[src/rtl/attn_shift_pipe.sv]
// Stepped power-of-two attenuator: a shift-amount FSM ramps one step per clock
// toward a selected target while a 2-stage pipeline scales samples by the captured shift.
module attn_shift_pipe #(
  parameter int WIDTH = 32,
  parameter int SHW   = 4
) (
  input  logic             clk,
  input  logic             rst_n,
  input  logic             in_valid,
  input  logic [WIDTH-1:0] in_data,
  input  logic [2:0]       sel,
  input  logic             sel_load,
  input  logic             round_en,
  output logic             out_valid,
  output logic [WIDTH-1:0] out_data,
  output logic [SHW-1:0]   cur_shift,
  output logic             busy,
  output logic             bad_sel
);

  typedef enum logic {IDLE, RAMP} state_t;

  localparam logic signed [WIDTH:0] ONE     = {{WIDTH{1'b0}}, 1'b1};
  localparam logic signed [WIDTH:0] SAT_MAX = {2'b00, {(WIDTH-1){1'b1}}};

  state_t           state_reg;
  logic [SHW-1:0]   target_reg;
  logic [SHW-1:0]   cur_shift_reg;
  logic             bad_sel_reg;

  logic             map_ok;
  logic [SHW-1:0]   map_shift;
  logic             load_ok;
  logic [SHW-1:0]   goal;
  logic [SHW-1:0]   step_shift;

  logic             s1_valid_reg;
  logic [WIDTH-1:0] s1_data_reg;
  logic             s1_round_reg;
  logic [SHW-1:0]   s1_shift_reg;
  logic             out_valid_reg;
  logic [WIDTH-1:0] out_data_reg;

  logic signed [WIDTH:0] ext;
  logic signed [WIDTH:0] bias;
  logic signed [WIDTH:0] biased;
  logic signed [WIDTH:0] shifted;
  logic [WIDTH-1:0]      scaled;

  always_comb begin
    map_ok    = 1'b1;
    map_shift = '0;
    case (sel)
      3'b000:  map_shift = SHW'(10);
      3'b001:  map_shift = SHW'(8);
      3'b010:  map_shift = SHW'(6);
      3'b100:  map_shift = SHW'(4);
      3'b101:  map_shift = SHW'(2);
      3'b111:  map_shift = '0;
      default: map_ok    = 1'b0;
    endcase
  end

  // A load during a ramp redirects the very same edge's step toward the new goal.
  assign load_ok    = sel_load & map_ok;
  assign goal       = load_ok ? map_shift : target_reg;
  assign step_shift = (goal > cur_shift_reg) ? cur_shift_reg + SHW'(1)
                                             : cur_shift_reg - SHW'(1);

  always_ff @(posedge clk or negedge rst_n) begin
    if (!rst_n) begin
      state_reg     <= IDLE;
      target_reg    <= '0;
      cur_shift_reg <= '0;
      bad_sel_reg   <= 1'b0;
    end else begin
      bad_sel_reg <= sel_load & ~map_ok;
      if (load_ok) target_reg <= map_shift;
      case (state_reg)
        IDLE: begin
          if (load_ok && (map_shift != cur_shift_reg)) state_reg <= RAMP;
        end
        RAMP: begin
          if (goal == cur_shift_reg) begin
            state_reg <= IDLE;
          end else begin
            cur_shift_reg <= step_shift;
            if (step_shift == goal) state_reg <= IDLE;
          end
        end
        default: state_reg <= IDLE;
      endcase
    end
  end

  always_ff @(posedge clk or negedge rst_n) begin
    if (!rst_n) begin
      s1_valid_reg <= 1'b0;
      s1_data_reg  <= '0;
      s1_round_reg <= 1'b0;
      s1_shift_reg <= '0;
    end else begin
      s1_valid_reg <= in_valid;
      if (in_valid) begin
        s1_data_reg  <= in_data;
        s1_round_reg <= round_en;
        s1_shift_reg <= cur_shift_reg;
      end
    end
  end

  // One guard bit keeps the rounding bias from wrapping the most positive sample.
  always_comb begin
    ext     = {s1_data_reg[WIDTH-1], s1_data_reg};
    bias    = ONE << (s1_shift_reg - SHW'(1));
    biased  = (s1_round_reg && (s1_shift_reg != '0)) ? ext + bias : ext;
    shifted = biased >>> s1_shift_reg;
    scaled  = (shifted > SAT_MAX) ? SAT_MAX[WIDTH-1:0] : shifted[WIDTH-1:0];
  end

  always_ff @(posedge clk or negedge rst_n) begin
    if (!rst_n) begin
      out_valid_reg <= 1'b0;
      out_data_reg  <= '0;
    end else begin
      out_valid_reg <= s1_valid_reg;
      if (s1_valid_reg) out_data_reg <= scaled;
    end
  end

  assign out_valid = out_valid_reg;
  assign out_data  = out_data_reg;
  assign cur_shift = cur_shift_reg;
  assign busy      = (state_reg == RAMP);
  assign bad_sel   = bad_sel_reg;

endmodule
[config.mk]
export PLATFORM = sky130hd
export DESIGN_NAME = attn_shift_pipe
export DESIGN_NICKNAME = d
export VERILOG_FILES = /design/src/rtl/attn_shift_pipe.sv
export SDC_FILE = /design/constraint.sdc
export NUM_CORES = 1
export LEC_CHECK = 0
export ABC_AREA = 0
export CAP_MARGIN = 20
export CORE_MARGIN = 4
export CORE_UTILIZATION = 35
export CTS_CLUSTER_SIZE = 30
export DETAILED_ROUTE_END_ITERATION = 12
export MAX_ROUTING_LAYER = met4
export PLACE_DENSITY = 0.58
export REMOVE_ABC_BUFFERS = 1
export SYNTH_ARGS = -nofsm -noshare
export SYNTH_HDL_FRONTEND = slang
export SYNTH_SLANG_ARGS = --single-unit
[constraint.sdc]
create_clock -name clk -period 4.1 [get_ports clk]
set_input_delay 0.41 -clock clk [delete_from_list [all_inputs] [get_ports clk]]
set_output_delay 0.41 -clock clk [all_outputs]
set_load 0.02 [all_outputs]
==> results.md, run 1 <==
- Max Slew Vio Count: 0
- Die ar.: around 0.025 mm^2
- Post-synth EDFFs: 0
- Hold WS: 161.3 ps
- Gr usage total: 0.2550
- Design area: between 0.009 and 0.01 mm^2
- Crit. path cell count: 16
- Routed len/inst: between 20 and 25 um
- Pin count of the biggest net entering global routing: 68
- Max Freq: 0.2520 GHz
- Starting Density: 0.3580
- Worst-Skew Late Latency: 360 ps
- Fin nets: approximately 1200
- Routability Congestion: between 1 and 1.5
- Die Wd: 158.1 um
- DP Area: between 0.009 and 0.01 mm^2
- Max VDD drop: 463.8 uV
- CP max-delay cell: nor4_1
- Critical Path Fanout Max: 10
- CP max stage delay: approximately 520 ps
- Syn Inst Count: roughly 1000
- Leak: 3.997 nW
- Post-synthesis sequential area ratio: 0.2570
- Final ANT Viol Nets: 0
- Syn_area_per_cell: between 7 and 8 um^2
- Ys async rst share: 1.000
- Syn Std Cell Area: 0.007886 mm^2
- Power Density: between 600 and 700 mW/mm^2
- Clock Skews: ~7 ps
- Crit path buffers/inverters: 4
- Top_reg_cell synth: dfrtp_1
- Total number of yosys warnings: 0
- Syn-to-layout area delta: 24.86%
- IO Pins: between 70 and 80
- CTS tree: yes
- DP Wirelength: 23380 um
- ANT cells: 0
- Worst path cell trace: clkinv_1 -> nand2_1 -> buf_4 -> nor2_1 -> ha_1 -> buf_4 -> nand3_1 -> nor4_1 -> or2_2 -> o21ai_0 -> nor4b_1 -> buf_4 -> nor3_1 -> o2bb2ai_1 -> nand3_1 -> a31oi_1
- Crit Path Class: reg -> reg
- Setup crit end kind: flip-flop
- Reg2Reg Depth: 16
- Max_slew headroom: 0.3308
- Global-route wire length before repair: 48640 um
- Max Cap Viol: 0
- Vias in the first global route: ~8500
- Met2 usage: 0.3968
- CTS buffer count: 9
- Netlist cell types: 88
- GR Util met3: 0.04128
- Initial DRT Pass Iterations: 7
- Initial antenna violation count: 0
- Root Buffer Master: clkbuf_16
- Clock slew at reported path FFs: 70 ps
- Crit path time final: ~4000 ps
- Setup slack at placement: ~80 ps
- Share of cells above drive strength 1: 0.1665
- Final hold violation count: 0
- Row count: between 50 and 60
- Placeable core area: 0.02203 mm^2
- DRC Markers: 0
- FILL cells: around 2300
- Die Ht: 158.1 um
- Global route overflow: 0
- Max clock buf depth: 2
- Layer with the highest usage: met2
- Vias per cell: 6.322
- IO Port Bufs: 78
- Worst EP arrival: 4250 ps
- Outcome: completed
- Total length of routed wires: between 30000 and 40000 um
- Hold Path Class: in -> async
- Vias: approximately 8900
- H-tree depth: 3
- Worst Path Required: 4380 ps
- Seq cells post-synth: 81
- CTS Hold Bufs: 0
- Final period util: 0.9678
- CP dominant cell by count: buf_4
- DR iter-0 viols: just under 900
- Clk sink count: 81
- Crit path max-delay family: simple AND/OR/NAND/NOR gates
- Final worst slack: approximately 130 ps
- Final setup violation count: 0
- Transition time of the tightest slew-check pin: about 1000 ps
- Grt met1 use: 0.3392
- Worst setup SP type: flip-flop
cells by family after synthesis:
| kind of cell | Yosys count | share of synthesized area |
|---|---|---|
| mux | 45 | 0.06537 |
| xor+xnor | 25 | 0.02776 |
| flops | 81 | 0.2570 |
| simple gates | 392 | 0.2432 |
| fa+ha+maj | 24 | 0.03998 |
| buf+inv | 109 | 0.05648 |
| compound gates | 339 | 0.3102 |
path summary, 6_finish.rpt:
path / start / endpoint / slack [ps]
worst max-delay path: s1_shift_reg[2] / out_data[7] / 130
worst min-delay path: rst_n / s1_data_reg[26] / 160
min in group clk: out_data[1] / out_data[1] / 490
worst min register to register: out_data[1] / out_data[1] / 490
max in group asynchronous: rst_n / s1_shift_reg[0] / 3120
worst max register to register: s1_shift_reg[2] / out_data[7] / 130
worst register-to-register path, stage by stage (launching register included):
cell and delay, ps:
dfrtp_1 410, clkinv_1 150, nand2_1 110, buf_4 170
nor2_1 70, ha_1 460, buf_4 230, nand3_1 150
nor4_1 520, or2_2 230, o21ai_0 80, nor4b_1 500
buf_4 200, nor3_1 40, o2bb2ai_1 200, nand3_1 160
a31oi_1 190
where the power goes:
part	switching, mW	total [mW]	internal (mW)
clock network	0.387	0.921	0.534
registers	0.226	1.26	1.04
logic	2.47	4.23	1.76
stage by stage:
| step | std cells | utilization | power (mW) | TNS, ps |
|---|---|---|---|---|
| floorplan | 937 | - | 3.662 | -35540 |
| global placement | 1394 | 0.4291 | 5.393 | 0 |
| detailed placement | 1394 | 0.4291 | 5.391 | 0 |
| CTS | 1409 | 0.4434 | 6.331 | 0 |
| global route | 1409 | 0.4471 | 6.822 | -5.043 |
| finish | 1409 | 0.4471 | 6.414 | 0 |
cell usage after synthesis, types with 11 or more instances:
cell type | n | share of area
o21ai_0 | 51 | 0.032
inv_1 | 29 | 0.014
a211oi_1 | 17 | 0.016
nand2_1 | 118 | 0.056
nand3_1 | 39 | 0.025
a21o_1 | 17 | 0.016
clkbuf_1 | 54 | 0.026
nand4_1 | 25 | 0.020
dfrtp_1 | 81 | 0.26
xnor2_1 | 19 | 0.021
nor2_1 | 97 | 0.046
o211ai_1 | 21 | 0.020
mux2_2 | 32 | 0.046
and3_1 | 12 | 0.0095
buf_2 | 13 | 0.0082
ha_1 | 22 | 0.035
mux2i_1 | 11 | 0.014
a21oi_1 | 62 | 0.039
o221ai_1 | 18 | 0.020
nor3_1 | 32 | 0.020
nor4_1 | 11 | 0.0087
cell type report:
type	instances	area [um^2]	share of cell area
Inverter	31	116.4	0.01182
Tap cell	280	350.3	0.03558
Clock buffer	9	225.2	0.02287
Multi-Input combinational cell	825	5493	0.5578
Clock inverter	6	91.34	0.009276
Sequential cell	81	2029	0.2061
Timing Repair Buffer	177	1541	0.1565
what timing repair did:
item                       4_1_cts  5_1_grt
resized for setup                0       16
buffers inserted                 0        0
setup endpoints to repair        0       25
placed cells by master, fill, tap and decap left out, types with 8 or more instances in the layout:
master,synthesis,routed
buf_4,5,98
nor4_1,11,10
nand3_1,39,39
mux2i_1,11,11
a211oi_1,17,15
a21oi_1,62,61
mux2_2,32,32
o32ai_1,8,8
clkdlybuf4s50_1,0,76
nor2_1,97,97
o211ai_1,21,21
a31oi_1,10,10
o22ai_1,10,10
xnor2_1,19,18
a32oi_1,8,8
a21o_1,17,16
and3_1,12,12
nor3_1,32,32
inv_1,29,29
o221ai_1,18,18
clkbuf_16,0,9
or3_1,10,10
o21ai_1,8,9
nand4_1,25,25
o21ai_0,51,50
dfrtp_1,81,79
ha_1,22,22
o31ai_1,8,8
a211o_1,9,9
nand2_1,118,117
per-layer routing:
layer	wire [um]	vias to the layer above	share of wire
met5	0	-	0
met4	947	0	0.031
met3	2348	56	0.076
met2	14180	413	0.46
met1	13540	4336	0.44
li1	-	4103	-
Note: power is estimated with default switching activity, not from simulation.
==> run 2: changes to the inputs <==
- CORE_UTILIZATION: 35 -> 45
- PLACE_DENSITY: 0.58 -> 0.71
==> run 2 against run 1 <==
Combinational power fell by 2%; wire length down 5.2%; global-route usage up 5.3 points; die area shrank 21%; design area decreased by 2.2%; via count is 0.11% lower; non-clock buffer count decreased by 10; critical path type unchanged.
==> results.md, run 2 (synthesis results as in run 1) <==
- Setup slack at placement: 151.3 ps (+73.26 ps)
- Gr usage total: 0.3080 (+0.05300)
- Die ar.: 0.01971 mm^2 (-21%)
- IO Pins: 79 (unchanged)
- Routed len/inst: 21.87 um (-0.67%)
- Share of cells above drive strength 1: 0.1527 (-0.01384)
- Row count: 48 (-11%)
- Max clock buf depth: 2 (unchanged)
- Routability Congestion: 1.007 (+0.62%)
- CTS tree: yes
- Die Wd: 140.4 um (-11%)
- Worst-Skew Late Latency: 360 ps (about the same)
- Sequential power share: 0.199 (+0.002)
- Root Buffer Master: clkbuf_16
- Sw Ratio: 0.4837 (+0.002691)
- Comb pwr share: 0.659 (about the same)
- Clk sink count: 81 (unchanged)
- Setup crit end kind: flip-flop
- IO Port Bufs: 78 (unchanged)
- Part of the power in the clock network: 0.142 (-0.002)
- Total length of routed wires: 29410 um (-5.2%)
- Placeable core area: 0.01724 mm^2 (-22%)
- Fin cells: 1345 (-4.5%)
- CP startpoint: s1_shift_reg[0]
- Reg-to-Reg Start: s1_shift_reg[0]
- Worst setup SP type: flip-flop
- DRC Markers: 0 (unchanged)
- H-tree depth: 3 (unchanged)
- Critical Path Fanout Max: 9 (-1)
- Power Density: 652.0 mW/mm^2 (about the same)
- Syn-to-layout area delta: 22.10%
- Final ANT Viol Nets: 0 (unchanged)
- Worst Path Required: 4370 ps (about the same)
- Internal reg-to-reg setup slack: 130 ps (about the same)
- Clock Skews: 12.51 ps (+5.490 ps)
- Max Freq: 0.2517 GHz (-0.14%)
- Reg2reg end: out_data[2]
- CTS buffer count: 9 (unchanged)
- Global route overflow: 0 (unchanged)
- Placed cell count: 1327 (-4.8%)
- Worst EP arrival: 4240 ps (about the same)
- Global-route wire length before repair: 47530 um (-2.3%)
- Final worst slack: 126.7 ps (-5.406 ps)
- RSZ-0062 raised after global routing: no
- Max Cap Viol: 0 (unchanged)
- Max Slew Vio Count: 0 (unchanged)
- P_sw: 3.037 mW (-1.6%)
- Vias: 8898 (-0.11%)
- DP Wirelength: 22470 um (-3.9%)
- Crit Path Class: reg -> reg
- Most common cell after layout, fill and taps aside: nand2_1
- ANT cells: 0 (unchanged)
- Internal power: 3.241 mW (-2.6%)
- Clock slew at reported path FFs: 70 ps (about the same)
- Initial antenna violation count: 0 (unchanged)
- DR iter-0 viols: 1125 (+28%)
- Outcome: completed
- Initial DRT Pass Iterations: 6 (-1)
- Crit path time final: 3973 ps (+5.406 ps)
- Max VDD drop: 606.9 uV (+31%)
- Hold Path Class: in -> async
- Hold WS: 64.28 ps (-96.99 ps)
- Fin nets: 1179 (-0.84%)
- Final setup violation count: 0 (unchanged)
- Pin count of the biggest net entering global routing: 50 (-26%)
- Leak: 3.922 nW (-1.9%)
- Commonest non-fill, non-tap cells in the layout: 118 x nand2_1, 97 x nor2_1, 89 x buf_4, 80 x dfrtp_1, 76 x clkdlybuf4s50_1
- Max_slew headroom: 0.3409 (+0.01009)
- Vias per cell: 6.616 (+4.6%)
- Final hold violation count: 0 (unchanged)
- Final period util: 0.9691 (+0.001319)
- Die Ht: 140.4 um (-11%)
- Transition time of the tightest slew-check pin: 988.7 ps (-15.13 ps)
- Starting Density: 0.4575 (+0.09949)
- Critical Path End: out_data[2]
- CTS Hold Bufs: 0 (unchanged)
- Vias in the first global route: 8608 (+0.89%)
- Reg2Reg Depth: 16 (unchanged)
[run 2: stage by stage]
step                      setup TNS (ps)  power [mW]  utilization  area [um^2]
final                                  0       6.278       0.5587         9629
after CTS                              0       6.205       0.5565         9592
after detailed placement               0       5.297       0.5383         9279
after floorplan                   -35540       3.662            -         7557
after global routing                   0       6.667       0.5587         9629
after global placement                 0       5.285       0.5383         9279
[run 2: how the worst min path moves through the flow]
stage | to | from | depth (start not counted)
5_1_grt | s1_data_reg[7] | rst_n | 1
6_report | s1_data_reg[7] | rst_n | 1
2_1_floorplan | bad_sel | rst_n | 0
3_3_place_gp | target_reg[0] | target_reg[0] | 2
4_1_cts | s1_data_reg[7] | rst_n | 1
3_5_place_dp | target_reg[0] | target_reg[0] | 2
[run 2: per-layer routing]
| layer | global-route usage | vias to the layer above | part of all wire |
|---|---|---|---|
| met5 | - | - | 0 |
| met4 | 0.1515 | 0 | 0.051 |
| met3 | 0.05941 | 101 | 0.092 |
| met2 | 0.4622 | 524 | 0.45 |
| met1 | 0.3978 | 4193 | 0.41 |
| li1 | - | 4080 | - |
[run 2: layout make-up]
type                            instances  area [um^2]
Fill cell                            1632         7607
Multi-Input combinational cell        825         5436
Sequential cell                        81         2028
Timing Repair Buffer                  167         1454
Tap cell                              225        281.5
Clock buffer                           10        239.0
Inverter                               31        116.4
Clock inverter                          6        73.82
[run 2: power groups by stage]
stage | logic, mW | registers, mW | clock network (mW)
floorplan | 2.11 | 1.56 | 0
global placement | 4.02 | 1.26 | 0
detailed placement | 4.04 | 1.26 | 0
CTS | 4.05 | 1.25 | 0.902
global route | 4.44 | 1.28 | 0.940
finish | 4.14 | 1.25 | 0.892
[run 2: critical path, stage by stage, from the launching register on]
cell and delay, ps:
dfrtp_1 420, inv_1 140, nand2_1 210, nor2_1 290, ha_2 400, buf_4 180
o21ai_0 190, nor2_1 80, buf_4 170, a21oi_1 240, a21oi_1 130, xnor2_1 490
o32ai_1 200, a221oi_1 370, buf_4 190, nand2_1 70, o221ai_1 100
[run 2: timing repair]
item	in CTS	in global routing
resized for setup	0	5
buffers inserted	0	2
setup endpoints to repair	0	7
==> run 3: changes to the inputs <==
- PLACE_DENSITY: 0.71 -> unset
- PLACE_DENSITY_LB_ADDON: unset -> 0.12
==> run 3 against run 2 <==
First-iteration DRC count fell by 18%; the run now ends with negative hold slack left; non-clock buffer count is 9 higher; critical endpoint is now out_data[16]; hold slack lost 92 ps.
==> results.md, run 3 (synthesis results as in run 1) <==
- Power Density: 649.4 mW/mm^2 (-0.39%)
- DR iter-0 viols: 920 (-18%)
- Placeable core area: 0.01724 mm^2 (unchanged)
- Max VDD drop: 572.4 uV (-5.7%)
- CTS Hold Bufs: 0 (unchanged)
- Worst EP arrival: 4200 ps (-40 ps)
- Fin cells: 1354 (+0.67%)
- Max Freq: 0.2513 GHz (-0.16%)
- Routability Congestion: 0.9966 (-0.99%)
- CTS buffer count: 9 (unchanged)
- Worst setup SP type: flip-flop
- Max clock buf depth: 2 (unchanged)
- Final period util: 0.9707 (+0.001579)
- Die Ht: 140.4 um (unchanged)
- IO Port Bufs: 78 (unchanged)
- Row count: 48 (unchanged)
- Crit path time final: 3980 ps (+6.473 ps)
- Clock Skews: 9.656 ps (-2.858 ps)
- Most common cell after layout, fill and taps aside: nand2_1
- Share of cells above drive strength 1: 0.1665 (+0.01384)
- Final setup violation count: 0 (unchanged)
- Hold WS: -27.83 ps (-92.11 ps)
- Clock slew at reported path FFs: 70 ps (about the same)
- Syn-to-layout area delta: 23.75%
- Worst Path Required: 4320 ps (-50 ps)
- Outcome: complete, but fails checks
- Commonest non-fill, non-tap cells in the layout: 118 x nand2_1, 97 x buf_4, 96 x nor2_1, 80 x dfrtp_1, 76 x clkdlybuf4s50_1
- Pin count of the biggest net entering global routing: 82 (+64%)
- Critical Path Fanout Max: 11 (+2)
- Clk sink count: 81 (unchanged)
- Root Buffer Master: clkbuf_16
- DP Wirelength: 22470 um (about the same)
- IO Pins: 79 (unchanged)
- Worst-Skew Late Latency: 370 ps (about the same)
- Initial antenna violation count: 0 (unchanged)
- Final hold violation count: 27 (+27)
- Crit Path Class: reg -> reg
- Leak: 3.983 nW (+1.5%)
- Final core occ: 0.5662 (+0.007549)
- Vias: 8841 (-0.64%)
- Gr usage total: 0.3067 (-0.001253)
- Violated checks: negative hold slack
- Global-route wire length before repair: 46660 um (-1.8%)
- Max Slew Vio Count: 0 (unchanged)
- Starting Density: 0.4575 (unchanged)
- DRC Markers: 0 (unchanged)
- Fin nets: 1188 (+0.76%)
- Routed len/inst: 21.96 um (+0.44%)
- Hold Path Class: in -> async
- Setup crit end kind: flip-flop
- Die ar.: 0.01971 mm^2 (unchanged)
- ANT cells: 0 (unchanged)
- Global route overflow: 0 (unchanged)
- Die Wd: 140.4 um (unchanged)
- H-tree depth: 3 (unchanged)
- FILL cells: 1700 (+4.2%)
- Initial DRT Pass Iterations: 6 (unchanged)
- Placed cell count: 1337 (+0.75%)
- Max_slew headroom: 0.3241 (-0.01675)
- Total length of routed wires: 29740 um (+1.1%)
- Transition time of the tightest slew-check pin: 1014 ps (+25.13 ps)
- CTS tree: yes
- Vias per cell: 6.530 (-1.3%)
- Max Cap Viol: 0 (unchanged)
- Final ANT Viol Nets: 0 (unchanged)
- Vias in the first global route: 8082 (-6.1%)
-- run 3: cell count changes in the layout (fill, tap and decap cells not counted), sizes merged --
cell / previous run / this run
clkinvlp: 2 / 1
inv: 32 / 31
clkinv: 2 / 4
buf: 91 / 100
-- run 3: timing repair --
action | CTS | global route
buffers inserted | 0 | 0
resized for setup | 0 | 14
setup endpoints to repair | 0 | 14
-- run 3: cell type report --
type	instances	area [um^2]	area share
multi-input cells	825	5478	0.5613
flip-flops and latches	81	2028	0.2078
repair buffers	176	1541	0.1579
well taps	225	281.5	0.02885
clock buffers	10	239.0	0.02449
inverters	31	116.4	0.01192
clock inverters	6	75.07	0.007692
-- run 3: path summary, 6_finish.rpt --
| path | to | cells after the start | start | slack [ps] |
|---|---|---|---|---|
| min reg2reg | target_reg[0] | 2 | target_reg[0] | 460 |
| max reg2reg | out_data[16] | 15 | s1_shift_reg[1] | 120 |
| max | out_data[16] | 15 | s1_shift_reg[1] | 120 |
| max in group asynchronous | out_data[27] | 2 | rst_n | 3510 |
| min | s1_data_reg[9] | 1 | rst_n | -30 |
| min in group clk | target_reg[0] | 2 | target_reg[0] | 460 |
-- run 3: stage by stage --
stage	instance area, um^2	setup WS (ps)	power [mW]	setup TNS, ps
6_report	9759	120.2	6.338	0
5_1_grt	9759	-28.13	6.731	-28.13
4_1_cts	9668	177.3	6.265	0
3_5_place_dp	9354	34.38	5.349	0
3_3_place_gp	9354	114.0	5.365	0
2_1_floorplan	7557	-1264	3.662	-35540
-- run 3: layer usage --
layer | wire length [um] | global-route usage | part of all wire | vias up
met2 | 13520 | 0.4667 | 0.45 | 444
met5 | 0 | - | 0 | -
met3 | 2530 | 0.03824 | 0.085 | 55
met1 | 12760 | 0.4276 | 0.43 | 4233
li1 | - | - | - | 4109
met4 | 928 | 0.09383 | 0.031 | 0
-- run 3: critical path: stages (launching register included) --
cell      delay [ps]
dfrtp_2          410
buf_4            180
nand2_1          240
nor2_1            90
ha_1             470
nand4_1          270
buf_4            240
o21ai_0          200
nand2_1          210
a221oi_1         340
and3_1           220
a31o_1           200
o211ai_1         100
a311oi_1         350
buf_4            200
o221ai_1         110
-- run 3: report_power, final --
part / internal, mW / switching (mW)
logic: 1.74 / 2.45
registers: 1.03 / 0.213
clock network: 0.497 / 0.397
total: 3.28 / 3.06
